==> src/rtl/rv_fp_class_decode_pkg.sv <==
// Shared FPU class definitions: class bit positions, legal one-hot class patterns, decoder FSM states.
// Pure declarations; no logic, no latency, no flow control.
package rv_fp_class_decode_pkg;

    localparam int CLS_BITS      = 7;
    localparam int CLS_NORMAL    = 6;
    localparam int CLS_ZERO      = 5;
    localparam int CLS_SUBNORMAL = 4;
    localparam int CLS_INF       = 3;
    localparam int CLS_NAN       = 2;
    localparam int CLS_QUIET     = 1;
    localparam int CLS_SIGNALING = 0;

    localparam logic [CLS_BITS-1:0] CLS_PAT_NORMAL    = 7'b1000000;
    localparam logic [CLS_BITS-1:0] CLS_PAT_ZERO      = 7'b0100000;
    localparam logic [CLS_BITS-1:0] CLS_PAT_SUBNORMAL = 7'b0010000;
    localparam logic [CLS_BITS-1:0] CLS_PAT_INF       = 7'b0001000;
    localparam logic [CLS_BITS-1:0] CLS_PAT_QNAN      = 7'b0000110;
    localparam logic [CLS_BITS-1:0] CLS_PAT_SNAN      = 7'b0000101;

    typedef enum logic [1:0] {
        ST_IDLE = 2'd0,
        ST_BUSY = 2'd1,
        ST_DONE = 2'd2
    } state_e;

endpackage

==> src/rtl/rv_fp_class_decode_lane.sv <==
// Single-lane class vector -> canonical IEEE-754 pattern decoder.
// Combinational, zero latency; no flow control.
module rv_fp_class_decode_lane
    import rv_fp_class_decode_pkg::*;
#(
    parameter int EXP_BITS = 8,
    parameter int MAN_BITS = 23
) (
    input  logic [CLS_BITS-1:0]          clss,
    input  logic                         sign,
    output logic [EXP_BITS+MAN_BITS:0]   data,
    output logic                         err
);

    localparam logic [EXP_BITS-1:0] EXP_ONES = {EXP_BITS{1'b1}};
    localparam logic [EXP_BITS-1:0] EXP_BIAS = {1'b0, {(EXP_BITS-1){1'b1}}};
    localparam logic [MAN_BITS-1:0] MAN_ZERO = '0;
    localparam logic [MAN_BITS-1:0] MAN_ONE  = {{(MAN_BITS-1){1'b0}}, 1'b1};
    localparam logic [MAN_BITS-1:0] MAN_QNAN = {1'b1, {(MAN_BITS-1){1'b0}}};

    always_comb begin
        data = {1'b0, EXP_ONES, MAN_QNAN};
        err  = 1'b0;
        case (clss)
            CLS_PAT_NORMAL:    data = {sign, EXP_BIAS, MAN_ZERO};
            CLS_PAT_ZERO:      data = {sign, {EXP_BITS{1'b0}}, MAN_ZERO};
            CLS_PAT_SUBNORMAL: data = {sign, {EXP_BITS{1'b0}}, MAN_ONE};
            CLS_PAT_INF:       data = {sign, EXP_ONES, MAN_ZERO};
            CLS_PAT_QNAN:      data = {1'b0, EXP_ONES, MAN_QNAN};
            CLS_PAT_SNAN:      data = {sign, EXP_ONES, MAN_ONE};
            // Anything not exactly one-hot-legal becomes canonical qNaN and is flagged
            default:           err  = 1'b1;
        endcase
    end

endmodule

==> src/rtl/rv_fp_class_decode.sv <==
// Multi-lane class decoder: serially materialises one active lane per cycle under a small FSM.
// Latency 1 + popcount(mask) cycles from accept to out_valid; holds result in DONE until out_ready.
module rv_fp_class_decode
    import rv_fp_class_decode_pkg::*;
#(
    parameter int EXP_BITS  = 8,
    parameter int MAN_BITS  = 23,
    parameter int NUM_LANES = 4,
    parameter int TAG_BITS  = 4
) (
    input  logic                                     clk,
    input  logic                                     reset,
    input  logic                                     in_valid,
    output logic                                     in_ready,
    input  logic [TAG_BITS-1:0]                      in_tag,
    input  logic [NUM_LANES-1:0]                     in_mask,
    input  logic [NUM_LANES*CLS_BITS-1:0]            in_clss,
    input  logic [NUM_LANES-1:0]                     in_sign,
    output logic                                     out_valid,
    input  logic                                     out_ready,
    output logic [TAG_BITS-1:0]                      out_tag,
    output logic [NUM_LANES-1:0]                     out_mask,
    output logic [NUM_LANES*(1+EXP_BITS+MAN_BITS)-1:0] out_data,
    output logic [NUM_LANES-1:0]                     out_err,
    output logic                                     busy
);

    localparam int W     = 1 + EXP_BITS + MAN_BITS;
    localparam int PTR_W = (NUM_LANES > 1) ? $clog2(NUM_LANES) : 1;

    state_e                          state;
    logic [PTR_W-1:0]                ptr;
    logic [NUM_LANES-1:0]            mask_q;
    logic [NUM_LANES*CLS_BITS-1:0]   clss_q;
    logic [NUM_LANES-1:0]            sign_q;

    logic [PTR_W-1:0]                first_idx;
    logic [PTR_W-1:0]                nxt_idx;
    logic                            nxt_found;
    logic [CLS_BITS-1:0]             lane_clss;
    logic [W-1:0]                    lane_data;
    logic                            lane_err;

    // Descending scan so the last hit wins: lowest set bit overall / lowest set bit above ptr
    always_comb begin
        first_idx = '0;
        nxt_idx   = '0;
        nxt_found = 1'b0;
        for (int i = NUM_LANES - 1; i >= 0; i--) begin
            if (in_mask[i]) first_idx = PTR_W'(i);
            if (mask_q[i] && (PTR_W'(i) > ptr)) begin
                nxt_idx   = PTR_W'(i);
                nxt_found = 1'b1;
            end
        end
    end

    assign lane_clss = clss_q[CLS_BITS*ptr +: CLS_BITS];

    rv_fp_class_decode_lane #(
        .EXP_BITS (EXP_BITS),
        .MAN_BITS (MAN_BITS)
    ) u_lane (
        .clss (lane_clss),
        .sign (sign_q[ptr]),
        .data (lane_data),
        .err  (lane_err)
    );

    always_ff @(posedge clk) begin
        if (reset) begin
            state    <= ST_IDLE;
            ptr      <= '0;
            mask_q   <= '0;
            clss_q   <= '0;
            sign_q   <= '0;
            out_tag  <= '0;
            out_mask <= '0;
            out_data <= '0;
            out_err  <= '0;
        end else begin
            case (state)
                ST_IDLE: begin
                    if (in_valid) begin
                        out_tag  <= in_tag;
                        out_mask <= in_mask;
                        mask_q   <= in_mask;
                        clss_q   <= in_clss;
                        sign_q   <= in_sign;
                        out_data <= '0;
                        out_err  <= '0;
                        ptr      <= first_idx;
                        state    <= (in_mask != '0) ? ST_BUSY : ST_DONE;
                    end
                end
                ST_BUSY: begin
                    out_data[W*ptr +: W] <= lane_data;
                    out_err[ptr]         <= lane_err;
                    if (nxt_found) ptr   <= nxt_idx;
                    else           state <= ST_DONE;
                end
                ST_DONE: begin
                    if (out_ready) state <= ST_IDLE;
                end
                default: state <= ST_IDLE;
            endcase
        end
    end

    assign in_ready  = (state == ST_IDLE);
    assign out_valid = (state == ST_DONE);
    assign busy      = (state != ST_IDLE);

endmodule

==> config.mk <==
export PLATFORM = sky130hd
export DESIGN_NAME = rv_fp_class_decode
export DESIGN_NICKNAME = d
export VERILOG_FILES = /design/src/rtl/rv_fp_class_decode_pkg.sv /design/src/rtl/rv_fp_class_decode_lane.sv /design/src/rtl/rv_fp_class_decode.sv
export SDC_FILE = /design/constraint.sdc
export NUM_CORES = 1
export LEC_CHECK = 0
export ABC_AREA = 1
export CORE_ASPECT_RATIO = 0.8
export CORE_MARGIN = 5
export CORE_UTILIZATION = 42
export DETAILED_ROUTE_END_ITERATION = 12
export GPL_TIMING_DRIVEN = 1
export PLACE_DENSITY = 0.81
export SKIP_LAST_GASP = 1
export SYNTH_ARGS = -nofsm -noshare
export SYNTH_HDL_FRONTEND = slang
export SYNTH_SLANG_ARGS = --single-unit
export TNS_END_PERCENT = 30
==> constraint.sdc <==
create_clock -name clk -period 2.2 [get_ports clk]
set_clock_uncertainty 0.05 [all_clocks]
set_input_delay 0.66 -clock clk [delete_from_list [all_inputs] [get_ports clk]]
set_output_delay 0.66 -clock clk [all_outputs]
set_load 0.01 [all_outputs]
==> summary.md <==
| Metric | Value |
|---|---|
| Via density | `4.61` |
| Clock latency of the later-clocked register in the worst-skew pair | `0.33 ns` |
| Buffer levels on the longest clock path | `2` |
| Top cells by area, synth | `dfxtp_1, buf_4, nand2_1` |
| Post-synth top area share | `0.342` |
| Clock sink count | `68` |
| Number of core rows | `31` |
| Post-layout net count | `699` |
| First element of the critical path | `state[0]` |
| Final HPWL from detailed placement | `7440 um` |
| Vertical die dimension | `97.1 um` |
| Post-route minimum period | `2.19 ns` |
| Post-synth ARST share | `0` |
| CTS tree | `built` |
| First-pass DRT Iterations | `5` |
| Kind of start point of the critical path | `register` |
| WL final | `9980 um` |
| Count of mapped cells out of synthesis | `575` |
| Maximum clock frequency | `0.457 GHz` |
| Final-layout setup total negative slack | `0 ns` |
| GRT Util Overall | `0.166` |
| Synth top cells by count | `nand2_1, buf_4, nor2_1` |
| Hold Path Class | `register to register` |
| Congestion Overflow GR | `0` |
| CP peak stage delay | `0.56 ns` |
| Leading area contributor after synthesis | `dfxtp_1` |
| IO Port Bufs | `102` |
| Cell Pwr Density | `1090 nW/um^2` |
| Area of the core | `9150 sq um` |
| Routed len/inst | `13.0 um` |
| Iter 0 DRT Violations | `209` |
| Commonest register cell after synthesis | `dfxtp_1` |
| Die X | `119 um` |
| Final antenna-violating net count | `0` |
| Required time of the worst setup path | `1.49 ns` |
| Post-synth EDFFs | `0` |
| Initial core utilization | `0.435` |
| # hold bufs at CTS | `0` |
| Avg Cell Area, Syn | `6.93 sq um` |
| Proportion of synthesized chip area in sequential cells | `0.342` |
| VDD IR max | `0.000599 V` |
| Count of unique library cells instantiated by Yosys | `34` |
| Worst-margin pin slew | `0.565 ns` |
| Setup repair after global routing missed its margin | `true` |
| Non-Filler Instances | `770` |
| H-tree depth | `3` |
| Highest net fanout along the worst path | `4` |
| Initial antenna violation count | `0` |
| Antenna diodes | `0` |
| Detailed-route via count | `3550` |
| LEAKAGE | `2.22 nW` |
| Count of endpoints failing hold in the final timing report | `0` |
| Critical Path, Cell by Cell | `nor2_2, inv_1, clkdlybuf4s50_1` |
| Maximum Capacitance Violations | `0` |
| Source of the worst hold timing path | `out_err[0]` |
| I/O pins | `187` |
| Max Transition Viols Final | `0` |
| Startpoint-to-endpoint class of the critical path | `register to output port` |
| Setup violators final | `0` |
| Fraction of final layout cells sized beyond drive strength 1 | `0.0718` |
| Final Util | `0.540` |
| Run status | `completed` |
| Dpl cells | `754` |
| Clock Root Buffer | `clkbuf_16` |
| Clock input transition at the sequential cells of the worst setup and hold paths | `0.05 ns` |
| Final period utilization | `0.994` |
| Number of buffers added by the clock tree synthesis step | `9` |
| Die ar. | `11500 sq um` |
| Master of the slowest instance on the critical path | `clkdlybuf4s50_1` |
| Remaining routing DRC violations | `0` |
| Synthesis-stage register bit count | `68` |
| CP endpoint kind | `output port` |
| Launch instance of the worst register-to-register path | `ptr[0]` |
| Most numerous cell in the Yosys netlist | `nand2_1` |
| First-pass GRT wire length | `16000 um` |
| Vias in the first global route | `3261` |
| Cell Area, Synth | `3980 sq um` |
| Signed area change from the synthesized netlist to the final layout | `24.1%` |
| CP Data Arrival Time | `1.48 ns` |
| Number of warning messages in the yosys log | `0` |
| Maximum number of pins on one net before global-route repair | `44` |
| Weighted congestion at the end of routability-driven global placement | `0.921` |
| Relative max-transition margin | `0.620` |
cell type report:
class | count | area (sq um)
clock inverter | 5 | 50.0
fill | 842 | 4210
sequential | 68 | 1360
timing repair buffer | 111 | 1120
tap | 115 | 144
multi-input combinational | 428 | 1900
clock buffer | 11 | 253
inverter | 32 | 120
worst max-delay path: cells and delay by family (launching register included):
kind / cells / cell delay, ns
buffers and inverters: 2 / 0.68
DFF: 1 / 0.39
and+or+nand+nor: 1 / 0.08
power by group:
group / internal (W) / switching, W
registers: 0.00148 / 0.000156
clock network: 0.000930 / 0.000519
logic: 0.000837 / 0.00148
total: 0.00325 / 0.00216
repair_timing:
| action | 4_1_cts | 5_1_grt |
|---|---|---|
| endpoints found under the setup margin | 1 | 6 |
| gates resized for setup | 1 | 1 |
| buffers inserted | 0 | 0 |
routing by layer:
metal | vias up | track usage | wire [um]
li1 | 1778 | - | -
met1 | 1585 | 0.213 | 4400
met2 | 160 | 0.263 | 4620
met3 | 27 | 0.0390 | 692
met4 | 0 | 0.0739 | 265
met5 | - | 0 | 0
stage by stage:
stage | area [sq um] | worst slack, ns | total power, W | hold slack [ns]
finish | 4940 | 0.0126 | 0.00541 | 0.417
global route | 4940 | -0.0383 | 0.00577 | 0.438
CTS | 4940 | 0.0154 | 0.00540 | 0.418
detailed placement | 4640 | 0.0385 | 0.00392 | 0.410
global placement | 4640 | 0.0860 | 0.00385 | 0.404
floorplan | 4300 | 0.433 | 0.00335 | 0.394
cell usage in the layout, fill, tap and decap left out, drive strengths merged:
cell	n
a211oi	1
a21oi	32
a22oi	2
a31oi	1
a32o	1
a41oi	1
buf	9
bufinv	1
clkbuf	11
clkdlybuf4s50	101
clkinv	5
conb	84
dfxtp	68
dlymetal6s2s	1
ha	5
inv	31
nand2	130
nand3	25
nand4	2
nor2	91
nor3	5
nor4	1
o21ai	44
o22ai	1
o31ai	2
cell families (layout without fill, tap and decap cells):
kind of cell,count (synthesis),count (layout),share of synthesized area
compound gates,85,85,0.116
fa+ha+maj,5,5,0.0157
buf+inv,162,159,0.260
flops,68,68,0.342
other cells,1,84,0.000941
simple gates,254,254,0.266
path summary, 6_finish.rpt:
path	end	slack [ns]	cells after the start
worst max-delay path	busy	0.01	3
worst min-delay path	out_err[0]	0.42	2
worst max register to register	out_data[118]	0.12	13
worst min register to register	out_err[0]	0.42	2
state kept, by name, indices dropped and copies added, names as in the netlist:
signal    cells
clss_q       28
out_data     20
mask_q        4
out_err       4
out_tag       4
sign_q        4
ptr           2
state         2
Power figures use the tool's default switching activity.
